$ cat src/rtl/conv_pkg.sv
// Shared types and sizing helpers for the CONV layer sequencer and datapath.
package conv_pkg;

  typedef enum logic [1:0] {
    IDLE  = 2'd0,
    ACCUM = 2'd1,
    WRITE = 2'd2
  } conv_state_e;

  function automatic int conv_out_size(input int input_size, input int kernel_size,
                                       input int stride);
    return (input_size - kernel_size) / stride + 1;
  endfunction

  // Address/counter width that never collapses to zero bits.
  function automatic int clog2_min1(input int v);
    return (v <= 2) ? 1 : $clog2(v);
  endfunction

endpackage

$ cat src/rtl/conv_win_cnt.sv
// Nested 2-D wrap counter: col steps each enabled cycle, row steps when col wraps.
module conv_win_cnt #(
  parameter int max = 3,
  parameter int w   = 2
) (
  input  logic         clk,
  input  logic         rst,
  input  logic         i_en,
  input  logic         i_clr,
  output logic [w-1:0] o_row,
  output logic [w-1:0] o_col,
  output logic         o_wrap
);

  localparam logic [w-1:0] LAST = w'(max - 1);

  logic [w-1:0] r_row;
  logic [w-1:0] r_col;

  always_ff @(posedge clk or posedge rst) begin
    if (rst) begin
      r_row <= '0;
      r_col <= '0;
    end else if (i_clr) begin
      r_row <= '0;
      r_col <= '0;
    end else if (i_en) begin
      if (r_col == LAST) begin
        r_col <= '0;
        r_row <= (r_row == LAST) ? '0 : r_row + 1'b1;
      end else begin
        r_col <= r_col + 1'b1;
      end
    end
  end

  assign o_row  = r_row;
  assign o_col  = r_col;
  // Decodes the final (row, col) position; the caller qualifies it with its enable.
  assign o_wrap = (r_row == LAST) && (r_col == LAST);

endmodule

$ cat src/rtl/conv_sched.sv
// Convolution sequencer: walks every output window, emits per-tap buffer/weight
// addresses and MAC controls, then offers the output index on a valid/ready port.
module conv_sched
  import conv_pkg::*;
#(
  parameter int input_size  = 9,
  parameter int kernel_size = 3,
  parameter int stride      = 1,
  localparam int OUT_SIZE = conv_out_size(input_size, kernel_size, stride),
  localparam int IN_AW    = clog2_min1(input_size * input_size),
  localparam int W_AW     = clog2_min1(kernel_size * kernel_size),
  localparam int OUT_AW   = clog2_min1(OUT_SIZE * OUT_SIZE)
) (
  input  logic              clk,
  input  logic              rst,
  input  logic              i_start,
  input  logic              i_out_ready,
  output logic              o_busy,
  output logic [IN_AW-1:0]  o_in_addr,
  output logic [W_AW-1:0]   o_w_addr,
  output logic              o_mac_clr,
  output logic              o_mac_en,
  output logic              o_mac_last,
  output logic [OUT_AW-1:0] o_out_addr,
  output logic              o_valid_conv,
  output logic              o_end_conv
);

  if ((kernel_size > input_size) || (((input_size - kernel_size) % stride) != 0)) begin : g_param_err
    $error("conv_sched: kernel/stride do not tile the input feature map");
  end

  localparam int KW  = clog2_min1(kernel_size);
  localparam int OW  = clog2_min1(OUT_SIZE);
  localparam int PW  = IN_AW + 1;
  localparam int OPW = OUT_AW + 1;

  conv_state_e r_state;
  conv_state_e w_next;

  logic [KW-1:0] w_ky;
  logic [KW-1:0] w_kx;
  logic [OW-1:0] w_oy;
  logic [OW-1:0] w_ox;
  logic          w_k_wrap;
  logic          w_o_wrap;
  logic          w_accept;
  logic [PW-1:0] w_in_row;
  logic [PW-1:0] w_in_full;
  logic [PW-1:0] w_w_full;
  logic [OPW-1:0] w_out_full;

  // Valid/ready: an output is transferred on any cycle where o_valid_conv and
  // i_out_ready are both high; o_valid_conv is a pure decode of state and
  // never waits on i_out_ready.
  assign w_accept = (r_state == WRITE) && i_out_ready;

  conv_win_cnt #(.max(kernel_size), .w(KW)) u_kern_cnt (
    .clk    (clk),
    .rst    (rst),
    .i_en   (r_state == ACCUM),
    .i_clr  (r_state == IDLE),
    .o_row  (w_ky),
    .o_col  (w_kx),
    .o_wrap (w_k_wrap)
  );

  conv_win_cnt #(.max(OUT_SIZE), .w(OW)) u_out_cnt (
    .clk    (clk),
    .rst    (rst),
    .i_en   (w_accept),
    .i_clr  (r_state == IDLE),
    .o_row  (w_oy),
    .o_col  (w_ox),
    .o_wrap (w_o_wrap)
  );

  assign w_in_row   = PW'(w_oy) * PW'(stride) + PW'(w_ky);
  assign w_in_full  = w_in_row * PW'(input_size) + PW'(w_ox) * PW'(stride) + PW'(w_kx);
  assign w_w_full   = PW'(w_ky) * PW'(kernel_size) + PW'(w_kx);
  assign w_out_full = OPW'(w_oy) * OPW'(OUT_SIZE) + OPW'(w_ox);

  always_ff @(posedge clk or posedge rst) begin
    if (rst) r_state <= IDLE;
    else     r_state <= w_next;
  end

  always_comb begin
    w_next = r_state;
    case (r_state)
      IDLE:    if (i_start) w_next = ACCUM;
      ACCUM:   if (w_k_wrap) w_next = WRITE;
      WRITE:   if (i_out_ready) w_next = w_o_wrap ? IDLE : ACCUM;
      default: w_next = IDLE;
    endcase
  end

  always_comb begin
    o_busy       = (r_state != IDLE);
    o_in_addr    = '0;
    o_w_addr     = '0;
    o_mac_clr    = 1'b0;
    o_mac_en     = 1'b0;
    o_mac_last   = 1'b0;
    o_out_addr   = '0;
    o_valid_conv = 1'b0;
    o_end_conv   = 1'b0;
    case (r_state)
      ACCUM: begin
        o_mac_en   = 1'b1;
        o_in_addr  = w_in_full[IN_AW-1:0];
        o_w_addr   = w_w_full[W_AW-1:0];
        o_mac_clr  = (w_ky == '0) && (w_kx == '0);
        o_mac_last = w_k_wrap;
        o_out_addr = w_out_full[OUT_AW-1:0];
      end
      WRITE: begin
        o_valid_conv = 1'b1;
        o_out_addr   = w_out_full[OUT_AW-1:0];
        o_end_conv   = i_out_ready && w_o_wrap;
      end
      default: ;
    endcase
  end

endmodule

$ cat config.mk
export PLATFORM = sky130hd
export DESIGN_NAME = conv_sched
export DESIGN_NICKNAME = d
export VERILOG_FILES = /design/src/rtl/conv_pkg.sv /design/src/rtl/conv_win_cnt.sv /design/src/rtl/conv_sched.sv
export SDC_FILE = /design/constraint.sdc
export NUM_CORES = 1
export LEC_CHECK = 0
export CORE_MARGIN = 2
export CORE_UTILIZATION = 58
export CTS_CLUSTER_DIAMETER = 200
export DETAILED_ROUTE_END_ITERATION = 10
export PLACE_DENSITY = 0.93
export SYNTH_ARGS = -nofsm -noshare
export SYNTH_HDL_FRONTEND = slang
export SYNTH_SLANG_ARGS = --single-unit
$ cat constraint.sdc
create_clock -name clk -period 8.9 [get_ports clk]
set_input_delay 1.335 -clock clk [delete_from_list [all_inputs] [get_ports clk]]
set_output_delay 1.335 -clock clk [all_outputs]
set_load 0.05 [all_outputs]
==> summary.md <==
| Metric | Value |
|---|---|
| Result of the run | finished clean |
| Worst setup path startpoint | u_out_cnt.o_row[0] |
| Cell area after synthesis | 1609 sq um |
| Die boundary width | 56.67 um |
| Most used flip-flop cell after synthesis | dfrtp_1 |
| Hpwl dp | 2.705 mm |
| Port Buffer Count | 26 |
| GP Congestion | 0.8489 |
| Number of distinct library cells after synthesis | 41 |
| Sink count of the clock tree | 12 |
| Worst-skew pair later-pin latency | 0.28 ns |
| Max-slew violation total from the final report | 0 |
| Unrepaired setup endpoints after global routing | no |
| Element type at the critical path start | flip-flop |
| Final-layout fill cell count | 208 |
| Combined area of the multi-input logic cells | 1195 sq um |
| GR Overflow Total | 0 |
| Leakage power total | 0.9355 nW |
| Initial drt markers | 9 |
| Clock buffers created by TritonCTS | 3 |
| Capturing point of the worst reg2reg path | r_state[0] |
| Reg-to-Reg Start | r_state[1] |
| Total track usage | 22.29% |
| Routed vias | 1,339 |
| Initial antenna violation count | 0 |
| Largest family of logic cells by synthesized area | adder cells |
| CTS tree | yes |
| Yosys Warn Count | 0 |
| Area share of xor/xnor cells in the synthesized design | 4.899% |
| Final Instance Count excl. Fillers | 233 |
| R2r worst-path depth | 6 |
| DRT Wirelength | 3.376 mm |
| Gate count after technology mapping | 177 |
| Setup TNS after final layout | 0 ns |
| Placed cells | 229 |
| Number of flip-flops and latches in the synthesized netlist | 12 |
| Final core utilization | 71.50% |
| Synthesis-to-finish area growth | 19.36% |
| Number of enable-type register cells in the synthesized netlist | 0 |
| Cell chosen for the clock root | clkbuf_4 |
| Nets | 248 |
| Vert. Die Dim | 56.67 um |
| Net count after synthesis | 222 |
| Total of endpoints with negative setup slack in the final report | 0 |
| Cts hold-fix bufs | 0 |
| Synthesized-area fraction occupied by ao, oa, aoi and oai cells | 11.51% |
| First-pass GRT wire length | 5.775 mm |
| Clock H-tree levels | 1 |
| Vias per std cell | 5.747 |
| ANT nets after route | 0 |
| Count of cells resized by post-cts repair | 0 |
| Number of global-route vias before repair | 1,432 |
| Share of flip-flops with an asynchronous set or reset | 100.0% |
| Adder-cell share of the synthesized area | 36.08% |
| Effective utilization at floorplan | 59.90% |
| Average wire per cell in the routed design | 14.49 um |
| Sequential element share of the synthesized area | 18.66% |
| Data required time at the worst endpoint | 7.57 ns |
| Maximum clock path buffer count | 2 |
| I/O Pins | 27 |
| WS Path Type | flip-flop to output pin |
| Setup repair bufs after CTS | 0 |
| Area inside the core boundary | 2686 sq um |
| Worst setup skew after layout | 0.001454 ns |
| Worst hold slack | 0.5875 ns |
| Layout cell share with drive strength beyond 1 | 7.921% |
| CP Capture Point | o_in_addr[4] |
| Maximum fanout count along the critical path | 7 |
| Footprint of the flip-flops and latches | 300.3 sq um |
| MaxCap Viol Count | 0 |
| Share of synthesized area spent on multiplexers | 2.877% |
| Maximum resistive drop on vdd | 0.0002327 V |
| Hold violation count in the final report | 0 |
| Highest clock rate | 183.9 MHz |
| Crit. End Element | output pin |
| Standard-cell rows | 19 |
| Maximum number of pins on one net before global-route repair | 14 |
| DR DRC count | 0 |
| Reg clk slew, reported paths | 0.08 ns |
| Number of iterations in the first detailed-routing pass | 4 |
| Post-synthesis share of cell area spent on and, or, nand and nor gates | 18.90% |
| Die Outline Area | 3211 sq um |
| Post-Synthesis Mean Instance Area | 9.091 sq um |
| Final clock period utilization by the worst path | 61.10% |
| # diodes | 0 |
| Total power draw | 396.4 uW |
| Critical path arrival | 4.10 ns |
| Power per cell area | 206.4 nW/um^2 |
| Worst min-delay path category | flip-flop to flip-flop |
| Slack of the worst reg-to-reg path | 7.03 ns |
| Slew of the pin with the lowest slew margin | 0.5120 ns |
| Clock period minus final worst setup slack | 5.438 ns |
| Max transition margin | 65.76% |
-- Yosys cell counts (3+ instances only) --
cell type / number / share of area, %
nor3b_1: 3 / 1.4
ha_1: 32 / 25
nor3_1: 4 / 1.2
a21oi_1: 15 / 4.7
inv_1: 24 / 5.6
buf_2: 4 / 1.2
nor2_1: 14 / 3.3
dfrtp_1: 12 / 19
xnor2_1: 6 / 3.3
nand2_1: 5 / 1.2
nand3_1: 4 / 1.2
fa_1: 9 / 11
xor2_1: 3 / 1.6
and2_1: 9 / 3.5
-- cell usage in the layout, fill, tap and decap left out, types with 3 or more instances in the layout --
master,synthesis,final
nand3_1,4,4
clkbuf_4,0,3
ha_1,32,32
nor2_1,14,14
a21oi_1,15,15
clkdlybuf4s50_1,0,26
nor3_1,4,4
xor2_1,3,3
fa_1,9,9
nand2_1,5,5
xnor2_1,6,6
and2_1,9,9
dfrtp_1,12,12
inv_1,24,24
nor3b_1,3,3
-- report_power, final --
part / internal (mW) / switching, mW
clock: 0.0249 / 0.0200
sequential: 0.0662 / 0.0264
combinational: 0.0948 / 0.164
total: 0.186 / 0.211
-- state kept, by name, summed over array words and instances, names as in the netlist --
name and count:
u_out_cnt.o_row 3, u_out_cnt.o_col 3, u_kern_cnt.o_col 2, r_state 2, u_kern_cnt.o_row 2
-- cells by family after synthesis --
| group | after synthesis |
|---|---|
| adder cells (fa/ha/maj) | 41 |
| multiplexers | 4 |
| flip-flops | 12 |
| AND/OR/NAND/NOR | 52 |
| AO/OA/AOI/OAI | 30 |
| XOR/XNOR | 9 |
| buffers and inverters | 29 |
-- routing by layer --
layer | global-route usage, % | share of wire (%)
met5 | 0 | 0
met4 | 9.864 | 1.9
met3 | 2.074 | 3.3
met2 | 43.52 | 53
met1 | 23.61 | 41
-- how the worst min path moves through the flow --
| stage | endpoint | depth (start not counted) | slack (ns) | start |
|---|---|---|---|---|
| 6_report | r_state[0] | 1 | 0.59 | r_state[0] |
| 5_1_grt | r_state[1] | 1 | 0.61 | r_state[1] |
| 4_1_cts | r_state[0] | 1 | 0.59 | r_state[0] |
| 3_5_place_dp | r_state[0] | 1 | 0.56 | r_state[0] |
| 3_3_place_gp | r_state[1] | 1 | 0.54 | r_state[1] |
| 2_1_floorplan | r_state[1] | 1 | 0.52 | r_state[1] |
-- area by class of cell --
cell class,instances,area share (%)
Sequential cell,12,15.64
Timing Repair Buffer,26,13.55
Multi-Input combinational cell,136,62.22
Clock buffer,4,1.889
Inverter,24,4.691
Tap cell,31,2.020
-- critical path, stage by stage (launching register included) --
cell and delay [ns]:
dfrtp_1 0.48, ha_1 0.26, fa_1 0.51, inv_1 0.07
fa_1 0.50, fa_1 0.47, nand2b_1 0.17, a21boi_0 0.28
nor3_1 0.08, nor3_1 0.17, clkdlybuf4s50_1 0.82
-- through the flow --
stage | worst slack, ns | instance area [sq um]
2_1_floorplan | 3.881 | 1609
3_3_place_gp | 3.920 | 1884
3_5_place_dp | 3.787 | 1884
4_1_cts | 3.486 | 1921
5_1_grt | 3.341 | 1921
6_report | 3.462 | 1921
(Power assumes the default switching activity.)
